--- src/rtl/legv8_fetch_stage.sv ---
// LEGv8 instruction-fetch stage: holds the PC, issues single-cycle valid/ack
// reads to instruction memory and buffers one fetched word for the decoder.
// Ports:
//   clk, rst_n                 clock, asynchronous active-low reset
//   imem_req/addr/ack/rdata    instruction memory read handshake
//   instr_bus/pc/valid         buffered word for the decoder, its PC, valid flag
//   decode_ready               decoder consumes the buffered word this cycle
//   branch_taken/target        single-cycle redirect request and target
//   halt                       level, suspends new fetches
//   fault                      sticky misaligned-redirect flag
//   fetch_count                saturating count of completed memory transfers
module legv8_fetch_stage #(
  parameter int unsigned      PC_W     = 64,
  parameter logic [PC_W-1:0]  RESET_PC = '0,
  parameter int unsigned      CNT_W    = 32
) (
  input  logic             clk,
  input  logic             rst_n,
  output logic             imem_req,
  output logic [PC_W-1:0]  imem_addr,
  input  logic             imem_ack,
  input  logic [31:0]      imem_rdata,
  output logic [31:0]      instr_bus,
  output logic [PC_W-1:0]  instr_pc,
  output logic             instr_valid,
  input  logic             decode_ready,
  input  logic             branch_taken,
  input  logic [PC_W-1:0]  branch_target,
  input  logic             halt,
  output logic             fault,
  output logic [CNT_W-1:0] fetch_count
);

  localparam int unsigned INSTR_W = 32;

  localparam logic [1:0] ST_BOOT   = 2'd0;
  localparam logic [1:0] ST_RUN    = 2'd1;
  localparam logic [1:0] ST_HALTED = 2'd2;
  localparam logic [1:0] ST_FAULT  = 2'd3;

  logic [1:0]         state_q, state_d;
  logic [PC_W-1:0]    pc_q, pc_d;
  logic [INSTR_W-1:0] instr_bus_q, instr_bus_d;
  logic [PC_W-1:0]    instr_pc_q, instr_pc_d;
  logic               instr_valid_q, instr_valid_d;
  logic               fault_q, fault_d;
  logic [CNT_W-1:0]   fetch_count_q, fetch_count_d;

  logic slot_free_c;
  logic req_c;
  logic xfer_c;

  // Request is combinational so a zero-latency memory sustains one word/cycle.
  always_comb begin
    slot_free_c = !instr_valid_q || decode_ready;
    req_c       = (state_q == ST_RUN) && slot_free_c && !branch_taken && !halt;
    xfer_c      = req_c && imem_ack;
  end

  // Next-state logic for control state, PC, output buffer and counters.
  always_comb begin
    state_d       = state_q;
    pc_d          = pc_q;
    instr_bus_d   = instr_bus_q;
    instr_pc_d    = instr_pc_q;
    instr_valid_d = instr_valid_q;
    fault_d       = fault_q;
    fetch_count_d = fetch_count_q;

    case (state_q)
      ST_BOOT: begin
        state_d = ST_RUN;
      end

      ST_RUN, ST_HALTED: begin
        if (branch_taken) begin
          // Redirect squashes the buffered word and wins over everything else.
          instr_valid_d = 1'b0;
          pc_d          = branch_target;
          if (branch_target[1:0] != 2'b00) begin
            state_d = ST_FAULT;
            fault_d = 1'b1;
          end
        end else begin
          if (xfer_c) begin
            instr_bus_d   = imem_rdata;
            instr_pc_d    = pc_q;
            instr_valid_d = 1'b1;
            pc_d          = pc_q + PC_W'(4);
            if (fetch_count_q != '1) begin
              fetch_count_d = fetch_count_q + CNT_W'(1);
            end
          end else if (instr_valid_q && decode_ready) begin
            instr_valid_d = 1'b0;
          end

          if (state_q == ST_RUN && halt) begin
            state_d = ST_HALTED;
          end else if (state_q == ST_HALTED && !halt) begin
            state_d = ST_RUN;
          end
        end
      end

      ST_FAULT: begin
        instr_valid_d = 1'b0;
      end

      default: begin
        state_d = ST_BOOT;
      end
    endcase
  end

  // State registers.
  always_ff @(posedge clk or negedge rst_n) begin
    if (!rst_n) begin
      state_q       <= ST_BOOT;
      pc_q          <= RESET_PC;
      instr_bus_q   <= '0;
      instr_pc_q    <= '0;
      instr_valid_q <= 1'b0;
      fault_q       <= 1'b0;
      fetch_count_q <= '0;
    end else begin
      state_q       <= state_d;
      pc_q          <= pc_d;
      instr_bus_q   <= instr_bus_d;
      instr_pc_q    <= instr_pc_d;
      instr_valid_q <= instr_valid_d;
      fault_q       <= fault_d;
      fetch_count_q <= fetch_count_d;
    end
  end

  assign imem_req    = req_c;
  assign imem_addr   = pc_q;
  assign instr_bus   = instr_bus_q;
  assign instr_pc    = instr_pc_q;
  assign instr_valid = instr_valid_q;
  assign fault       = fault_q;
  assign fetch_count = fetch_count_q;

endmodule

--- config.mk ---
export PLATFORM = sky130hd
export DESIGN_NAME = legv8_fetch_stage
export DESIGN_NICKNAME = d
export VERILOG_FILES = /design/src/rtl/legv8_fetch_stage.sv
export SDC_FILE = /design/constraint.sdc
export NUM_CORES = 1
export LEC_CHECK = 0
export CAP_MARGIN = 15
export CORE_MARGIN = 3
export CORE_UTILIZATION = 51
export CTS_CLUSTER_DIAMETER = 150
export DETAILED_ROUTE_END_ITERATION = 7
export PLACE_DENSITY_LB_ADDON = 0.3
export SLEW_MARGIN = 5
export SYNTH_ARGS = -nofsm -noshare
export SYNTH_HDL_FRONTEND = slang
export SYNTH_SLANG_ARGS = --single-unit
export TNS_END_PERCENT = 5
--- constraint.sdc ---
create_clock -name clk -period 6 [get_ports clk]
set_clock_uncertainty 0.2 [all_clocks]
set_input_delay 1.5 -clock clk [delete_from_list [all_inputs] [get_ports clk]]
set_output_delay 1.5 -clock clk [all_outputs]
set_load 0.01 [all_outputs]
After elaboration in Yosys (flattened, before gate mapping)
Cells that the tools add are included.

cells by class
  $add $sub $neg = 2
  equality and inequality tests = 7
  muxes and demuxes = 11
  bitwise gates (word level) = 1
  reduce and logical (&&, ||, !) cells = 23

operators with widths
  operator                 number
  $mux W64                 2
  $add A64 B3 Y64 const B  1
  $add A32 B1 Y32 const B  1
  $ne A32 B32 Y1 const B   1
  $reduce_and A3 Y1        3
  $mux W2                  4
  $ne A4 B4 Y1 const B     2
  $reduce_bool A2 Y1       4
  $logic_and A1 B1 Y1      7
  $eq A2 B2 Y1 const B     2
  $pmux W2 S2              1
  $reduce_and A2 Y1        2
  $reduce_and A4 Y1        1
  $logic_not A1 Y1         3
  $mux W1                  3
  $ne A3 B3 Y1 const B     1
  $eq A2 B1 Y1 const B     1
  $logic_not A2 Y1         1
  $pmux W1 S2              1
  $reduce_or A2 Y1         1
  $logic_or A1 B1 Y1       1
  $not A1 Y1               1

storage, ports and cells
  bits in registers = 196
  input bits = 102
  output and inout port bits = 195
  logic and storage cells = 51

Depth between registers and ports, before layout
Gate-level depths: netlist of the first run.

  depth in word-level cells = 9
  mapped depth = 10

Worst setup path before layout of the first run
Ideal clock, no wire load.

  kind = input -> output
  start = input branch_taken
  end = output imem_req
  data arrival time = 2364 ps
  setup slack = 1936 ps
  stages on the path = 4
  path buffers = 2
  path through = inv_1 clkbuf_1 clkbuf_1 and3_1

between the ends
  cells in the longest elaborated chain, start to end = 3

ends and longest elaborated chain
  item                               RTL line  source
  from (decl)                        27        input logic branch_taken,
  $logic_not A1 Y1                   56        req_c = (state_q == ST_RUN) && slot_free_c && !branch_taken && !halt;
  $logic_and A1 B1 Y1 (2 in series)  56
  to (decl)                          19        output logic imem_req,

Every way passes these cells.

Worst setup path in the final report of the first run
  start = input halt
  end = output imem_req

between the ends
  cells in the longest elaborated chain, start to end = 2

ends and longest elaborated chain
  item                 RTL line  source
  from (decl)          29        input logic halt,
  $logic_not A1 Y1     56
  $logic_and A1 B1 Y1  56

Every way passes these cells.

==> flow_summary.json, run 1 <==
{
  "status": "complete, no violations",
  "dr.pass1.iters": 5,
  "grt_pass1_vias": 9454,
  "track_usage_pct": 29.6,
  "dp_hpwl_um": 21900,
  "drcViolationCount": 0,
  "drt-vias-per-instance": 5.84,
  "placed_area_um2": 12900,
  "syn_nets": 1238,
  "synthCells": 1129,
  "wl_um": 31200,
  "area_delta_synth_final_pct": 38.0,
  "core-area_um2": 18800,
  "fin_crit_sh_pct": 81.9,
  "rows": 50,
  "tightest_slew_ps": 1080,
  "nets": 1493,
  "antenna_found_initial": 0,
  "syn_avg_cell_area_um2": 8.70,
  "postCtsSetupBuffers": 0,
  "cts_hold_buf": 0,
  "grt_start_max_net_pins": 110,
  "ctsResizeCount": 0,
  "required_ps": 4300,
  "cellLeakagePower_nw": 5.87,
  "avgRoutedWirePerCell_um": 18.8,
  "worstPathMaxFanout": 8,
  "syn-cell-area_um2": 9820,
  "p_per_area_nw_per_um2": 472,
  "start_kind": "input pin",
  "ys_types": 66,
  "drive_gt1_share_pct": 4.65,
  "rsz0062_at_grt": "no",
  "die_y_um": 145,
  "overflow": 0,
  "numCtsBuffers": 17,
  "routabilityCongestion": 0.938,
  "start_util_pct": 52.1,
  "fin_util_pct": 72.0,
  "slew_viol_final": 0,
  "cts_sinks": 196,
  "yosysSeqAreaShare_pct": 50.0,
  "finalHoldViolCount": 0,
  "final_cell_area_um2": 13500,
  "die-area_um2": 20900,
  "period_minus_slack_ps": 4910,
  "cts_root_buffer": "clkbuf_16",
  "fmax_mhz": 204,
  "grt_pass1_wl_um": 49500,
  "ys_seq_elements": 196,
  "postRouteAntennaNets": 0,
  "diodes": 0,
  "cp-end-kind": "output port",
  "portBuffers": 296,
  "critPathKind": "in2out",
  "cts_tree": "yes",
  "io_pins": 297,
  "synthArstFlopShare_pct": 100,
  "clock_latency_ps": 440,
  "ys.warnings.count": 0,
  "drtIter0Drc": 671,
  "synth_edf_count": 0,
  "synthFlopType": "dfrtp_1",
  "die_x_um": 145,
  "hold_class": "reg2reg",
  "clk_pin_slew_ps": 70,
  "setup_viol": 0,
  "htree_levels": 4,
  "tns_ps": 0,
  "maxSlewHeadroom_pct": 27.4,
  "routed-via-count": 9673,
  "worst_ep_arrival_time_ps": 3210,
  "clk_path_buf_depth": 2,
  "maxCapViolations": 0,
  "ir_drop_v": 0.000291
}
per-stage QoR:
stage               worst slack [ps]  power, W  hold slack (ps)  instances
finish                          1090   0.00639              274       1657
global route                    1010   0.00680              295       1657
CTS                             1100   0.00641              280       1657
detailed placement              1100   0.00520              262       1625
global placement                1150   0.00510              256       1625
floorplan                       1940   0.00360              313       1129
logic make-up after synthesis:
kind of cell / count (synthesis) / synth area share (%)
simple gates: 615 / 29.9
flops: 196 / 50.0
compound gates: 188 / 12.7
buf+inv: 89 / 3.48
xor+xnor: 29 / 2.59
fa+ha+maj: 7 / 0.892
mux: 5 / 0.535
cell usage in the layout (no fill, tap or decap), types with 4 or more instances in the layout:
cell type        Yosys  routed
o22a_1               4       4
and4_1              11      10
dfrtp_1            196     196
o22ai_1              9       9
inv_1               19      18
a21oi_1             40      40
clkbuf_16            0      17
nand4_1             47      47
o41ai_1              4       4
or4_1                9       9
nand3_1             57      57
and2_1              12      12
nor3_1              20      19
o211ai_1            12      12
inv_6                0       4
a311oi_1             6       6
nor2_1              50      50
or3_1               13      13
a22oi_1             13      13
xor2_1              21      21
clkdlybuf4s50_1      0     294
buf_4                1      10
nand2_1            328     328
and3_1              23      23
o311ai_0             5       5
o21ai_0             52      52
a2bb2oi_1            9       9
ha_1                 7       7
xnor2_1              8       8
inv_8                0       5
nor4_1              19      19
cell usage after synthesis, types with 4 or more instances:
cell type | number | area (um^2)
buf_1 | 11 | 41.3
xnor2_1 | 8 | 70.1
nor2_1 | 50 | 188
a22oi_1 | 13 | 97.6
nand4_1 | 47 | 294
o311ai_0 | 5 | 43.8
nand2_1 | 328 | 1230
clkbuf_1 | 55 | 206
a311oi_1 | 6 | 52.6
o22ai_1 | 9 | 56.3
or3_1 | 13 | 81.3
inv_1 | 19 | 71.3
nor4_1 | 19 | 119
o211ai_1 | 12 | 90.1
or4_1 | 9 | 67.6
ha_1 | 7 | 87.6
and3_1 | 23 | 144
dfrtp_1 | 196 | 4900
o41ai_1 | 4 | 35.0
nor3_1 | 20 | 100
a2bb2oi_1 | 9 | 78.8
and4_1 | 11 | 96.3
o22a_1 | 4 | 35.0
a21oi_1 | 40 | 200
nand3_1 | 57 | 285
xor2_1 | 21 | 184
and2_1 | 12 | 75.1
o21ai_0 | 52 | 260
sequential cells by signal, summed over array words and instances (netlist names):
| name | flops |
|---|---|
| imem_addr | 64 |
| fetch_count | 32 |
| instr_bus | 32 |
| instr_pc | 64 |
| fault | 1 |
| state_q | 2 |
| instr_valid | 1 |
worst max-delay path, cell delays in order:
cell and delay, ps:
clkdlybuf4s50_1 450, nor2b_1 460, and3_1 240, clkdlybuf4s50_1 560
per-layer routing:
layer	track usage, %	share of wire [%]
met2	48.2	48
met5	0	0
met1	38.7	40
met3	7.36	9.3
met4	10.5	2.6
cell type report:
| type | instances | area, um^2 |
|---|---|---|
| fillers | 1450 | 5280 |
| flip-flops and latches | 196 | 4900 |
| multi-input cells | 844 | 4600 |
| repair buffers | 306 | 3040 |
| clock buffers | 17 | 425 |
| well taps | 260 | 325 |
| clock inverters | 15 | 184 |
| inverters | 19 | 71.3 |
where the power goes:
group	switching, W	leakage (nW)	internal, W
Sequential	0.000588	2.41	0.00184
Combinational	0.00138	3.17	0.00139
Clock	0.000561	0.295	0.000636
Total	0.00252	5.87	0.00387
worst paths after layout:
check,slack [ps],endpoint,cells past startpoint,startpoint
worst max-delay path,1090,imem_req,4,halt
worst min-delay path,270,instr_pc[44],2,instr_pc[44]
worst max register to register,2600,imem_addr[53],5,imem_addr[14]
worst min register to register,270,instr_pc[44],2,instr_pc[44]
max in group asynchronous,3320,instr_pc[36],2,rst_n
min in group asynchronous,950,fetch_count[11],1,rst_n
No activity file was read; power rests on OpenSTA's default activity.
==> run 2, diff against run 1 <==
--- a/config.mk
+++ b/config.mk
@@ -7,7 +7,7 @@
 export LEC_CHECK = 0
 export CAP_MARGIN = 15
 export CORE_MARGIN = 3
-export CORE_UTILIZATION = 51
+export CORE_UTILIZATION = 48
 export CTS_CLUSTER_DIAMETER = 150
 export DETAILED_ROUTE_END_ITERATION = 7
 export PLACE_DENSITY_LB_ADDON = 0.3
==> constraint.sdc (replaced) <==
create_clock -name clk -period 4.85 [get_ports clk]
set_clock_uncertainty 0.2 [all_clocks]
set_input_delay 1.2125 -clock clk [delete_from_list [all_inputs] [get_ports clk]]
set_output_delay 1.2125 -clock clk [all_outputs]
set_load 0.01 [all_outputs]
==> run 2 against run 1 <==
Clock-buffer cell count did not move. Worst setup slack worse by 350 ps. Register-to-register slack lost 1300 ps. Routed wire length up 2.4%. Sequential power grew 23%. Final cell count rose by 0.97%. Critical endpoint unchanged. Largest power group unchanged. First-iteration DRC count is 2.4% lower. Die area up 6.0%. Cell area grew 1.0%.
==> flow_summary.json, run 2 (synthesized netlist as in run 1, its figures left out) <==
{
  "worst_r2r_path_depth": 8,
  "core-area_um2": 19800,
  "cp-end-kind": "output port",
  "postCtsSetupBuffers": 0,
  "power_frac_seq_pct": 37.2,
  "fin_crit_sh_pct": 84.7,
  "drive_gt1_share_pct": 5.33,
  "p_int_w": 0.00490,
  "start_kind": "input pin",
  "rsz0062_at_grt": "no",
  "tightest_slew_ps": 1040,
  "fmax_mhz": 243,
  "final_cell_area_um2": 13700,
  "p_switching_w": 0.00313,
  "required_ps": 3440,
  "dp_hpwl_um": 22600,
  "whs_path_depth": 2,
  "start_util_pct": 49.6,
  "drcViolationCount": 0,
  "drt-vias-per-instance": 5.78,
  "io_pins": 297,
  "p_per_area_nw_per_um2": 586,
  "die_y_um": 149,
  "worst_ep_arrival_time_ps": 2700,
  "cts_tree": "yes",
  "nets": 1503,
  "drtIter0Drc": 655,
  "slew_viol_final": 0,
  "area_delta_synth_final_pct": 39.4,
  "ctsResizeCount": 0,
  "total_power_w": 0.00803,
  "setup_viol": 0,
  "r2r_slack_ps": 1260,
  "status": "complete, no violations",
  "htree_levels": 4,
  "die_x_um": 149,
  "fillers": 1570,
  "antenna_found_initial": 2,
  "clk_path_buf_depth": 2,
  "hold_class": "reg2reg",
  "routabilityCongestion": 0.884,
  "grt_start_max_net_pins": 98,
  "dr.pass1.iters": 6,
  "hold_path.startpoint": "instr_pc[43]",
  "ir_drop_v": 0.000343,
  "wl_um": 31900,
  "placed_area_um2": 13000,
  "finalHoldViolCount": 0,
  "cts_root_buffer": "clkbuf_16",
  "clockPowerShare_pct": 19.8,
  "cellLeakagePower_nw": 5.96,
  "numCtsBuffers": 17,
  "rows": 51,
  "worstPathMaxFanout": 7,
  "cts_sinks": 196,
  "grt_pass1_wl_um": 50800,
  "worstReg2RegEnd": "imem_addr[56]",
  "overflow": 0,
  "postRouteAntennaNets": 0,
  "pwr-share-comb_pct": 43.0,
  "place_ws_ps": 751,
  "layout_commonest_cell": "nand2_1",
  "swShare_pct": 39.0,
  "layout_setup_ws_ps": 741,
  "critPathKind": "in2out",
  "clk_pin_slew_ps": 70,
  "cts_hold_buf": 0,
  "clock_latency_ps": 440,
  "avgRoutedWirePerCell_um": 19.1,
  "die-area_um2": 22200,
  "worst_hold_slack_ps": 273,
  "tns_ps": 0,
  "portBuffers": 296,
  "maxSlewHeadroom_pct": 30.4,
  "timing.rr.start": "state_q[0]",
  "final_cell_mix": "nand2_1 (328), clkdlybuf4s50_1 (294), dfrtp_1 (196), nand3_1 (57), o21ai_0 (52)",
  "maxCapViolations": 0,
  "routed-via-count": 9671,
  "period_minus_slack_ps": 4110,
  "track_usage_pct": 28.7,
  "grt_pass1_vias": 9468,
  "worstHoldEndpoint": "instr_pc[43]"
}
-- run 2: metal layers --
layer	GRT usage, %	vias up	wire, um	share of wire [%]
met5	0	-	9	0.028
met4	9.89	2	838	2.6
met3	8.75	56	3010	9.4
met2	46.4	463	15100	47
met1	37.0	4615	13000	41
li1	-	4535	-	-
-- run 2: final cells by class --
cell class	instances	area (um^2)	share of cell area, %
flip-flops and latches	196	4900	35.8
multi-input cells	844	4600	33.6
repair buffers	316	3110	22.7
clock buffers	17	425	3.11
well taps	265	332	2.42
clock inverters	15	240	1.75
inverters	19	71.3	0.521
diodes	1	2.50	0.0183
-- run 2: through the flow --
stage | utilization, % | instances
floorplan | - | 1129
global placement | 65.8 | 1640
detailed placement | 65.8 | 1640
CTS | 69.2 | 1672
global route | 69.2 | 1673
finish | 69.2 | 1673
-- run 2: worst max path at each step --
stage / from / depth (start not counted) / to
2_1_floorplan: branch_taken / 4 / imem_req
3_5_place_dp: decode_ready / 4 / imem_req
4_1_cts: decode_ready / 4 / imem_req
5_1_grt: decode_ready / 4 / imem_req
6_report: decode_ready / 4 / imem_req
3_3_place_gp: decode_ready / 4 / imem_req
-- run 2: worst max-delay path: stages --
cell,delay (ps)
clkdlybuf4s50_1,460
nand2b_1,260
and3_1,210
clkdlybuf4s50_1,550
-- run 2: power groups by stage --
| stage | Sequential, W | Clock [W] | Combinational, W |
|---|---|---|---|
| floorplan | 0.00311 | 0 | 0.00134 |
| global placement | 0.00297 | 0 | 0.00337 |
| detailed placement | 0.00299 | 0 | 0.00345 |
| CTS | 0.00297 | 0.00162 | 0.00347 |
| global route | 0.00309 | 0.00169 | 0.00374 |
| finish | 0.00299 | 0.00159 | 0.00345 |
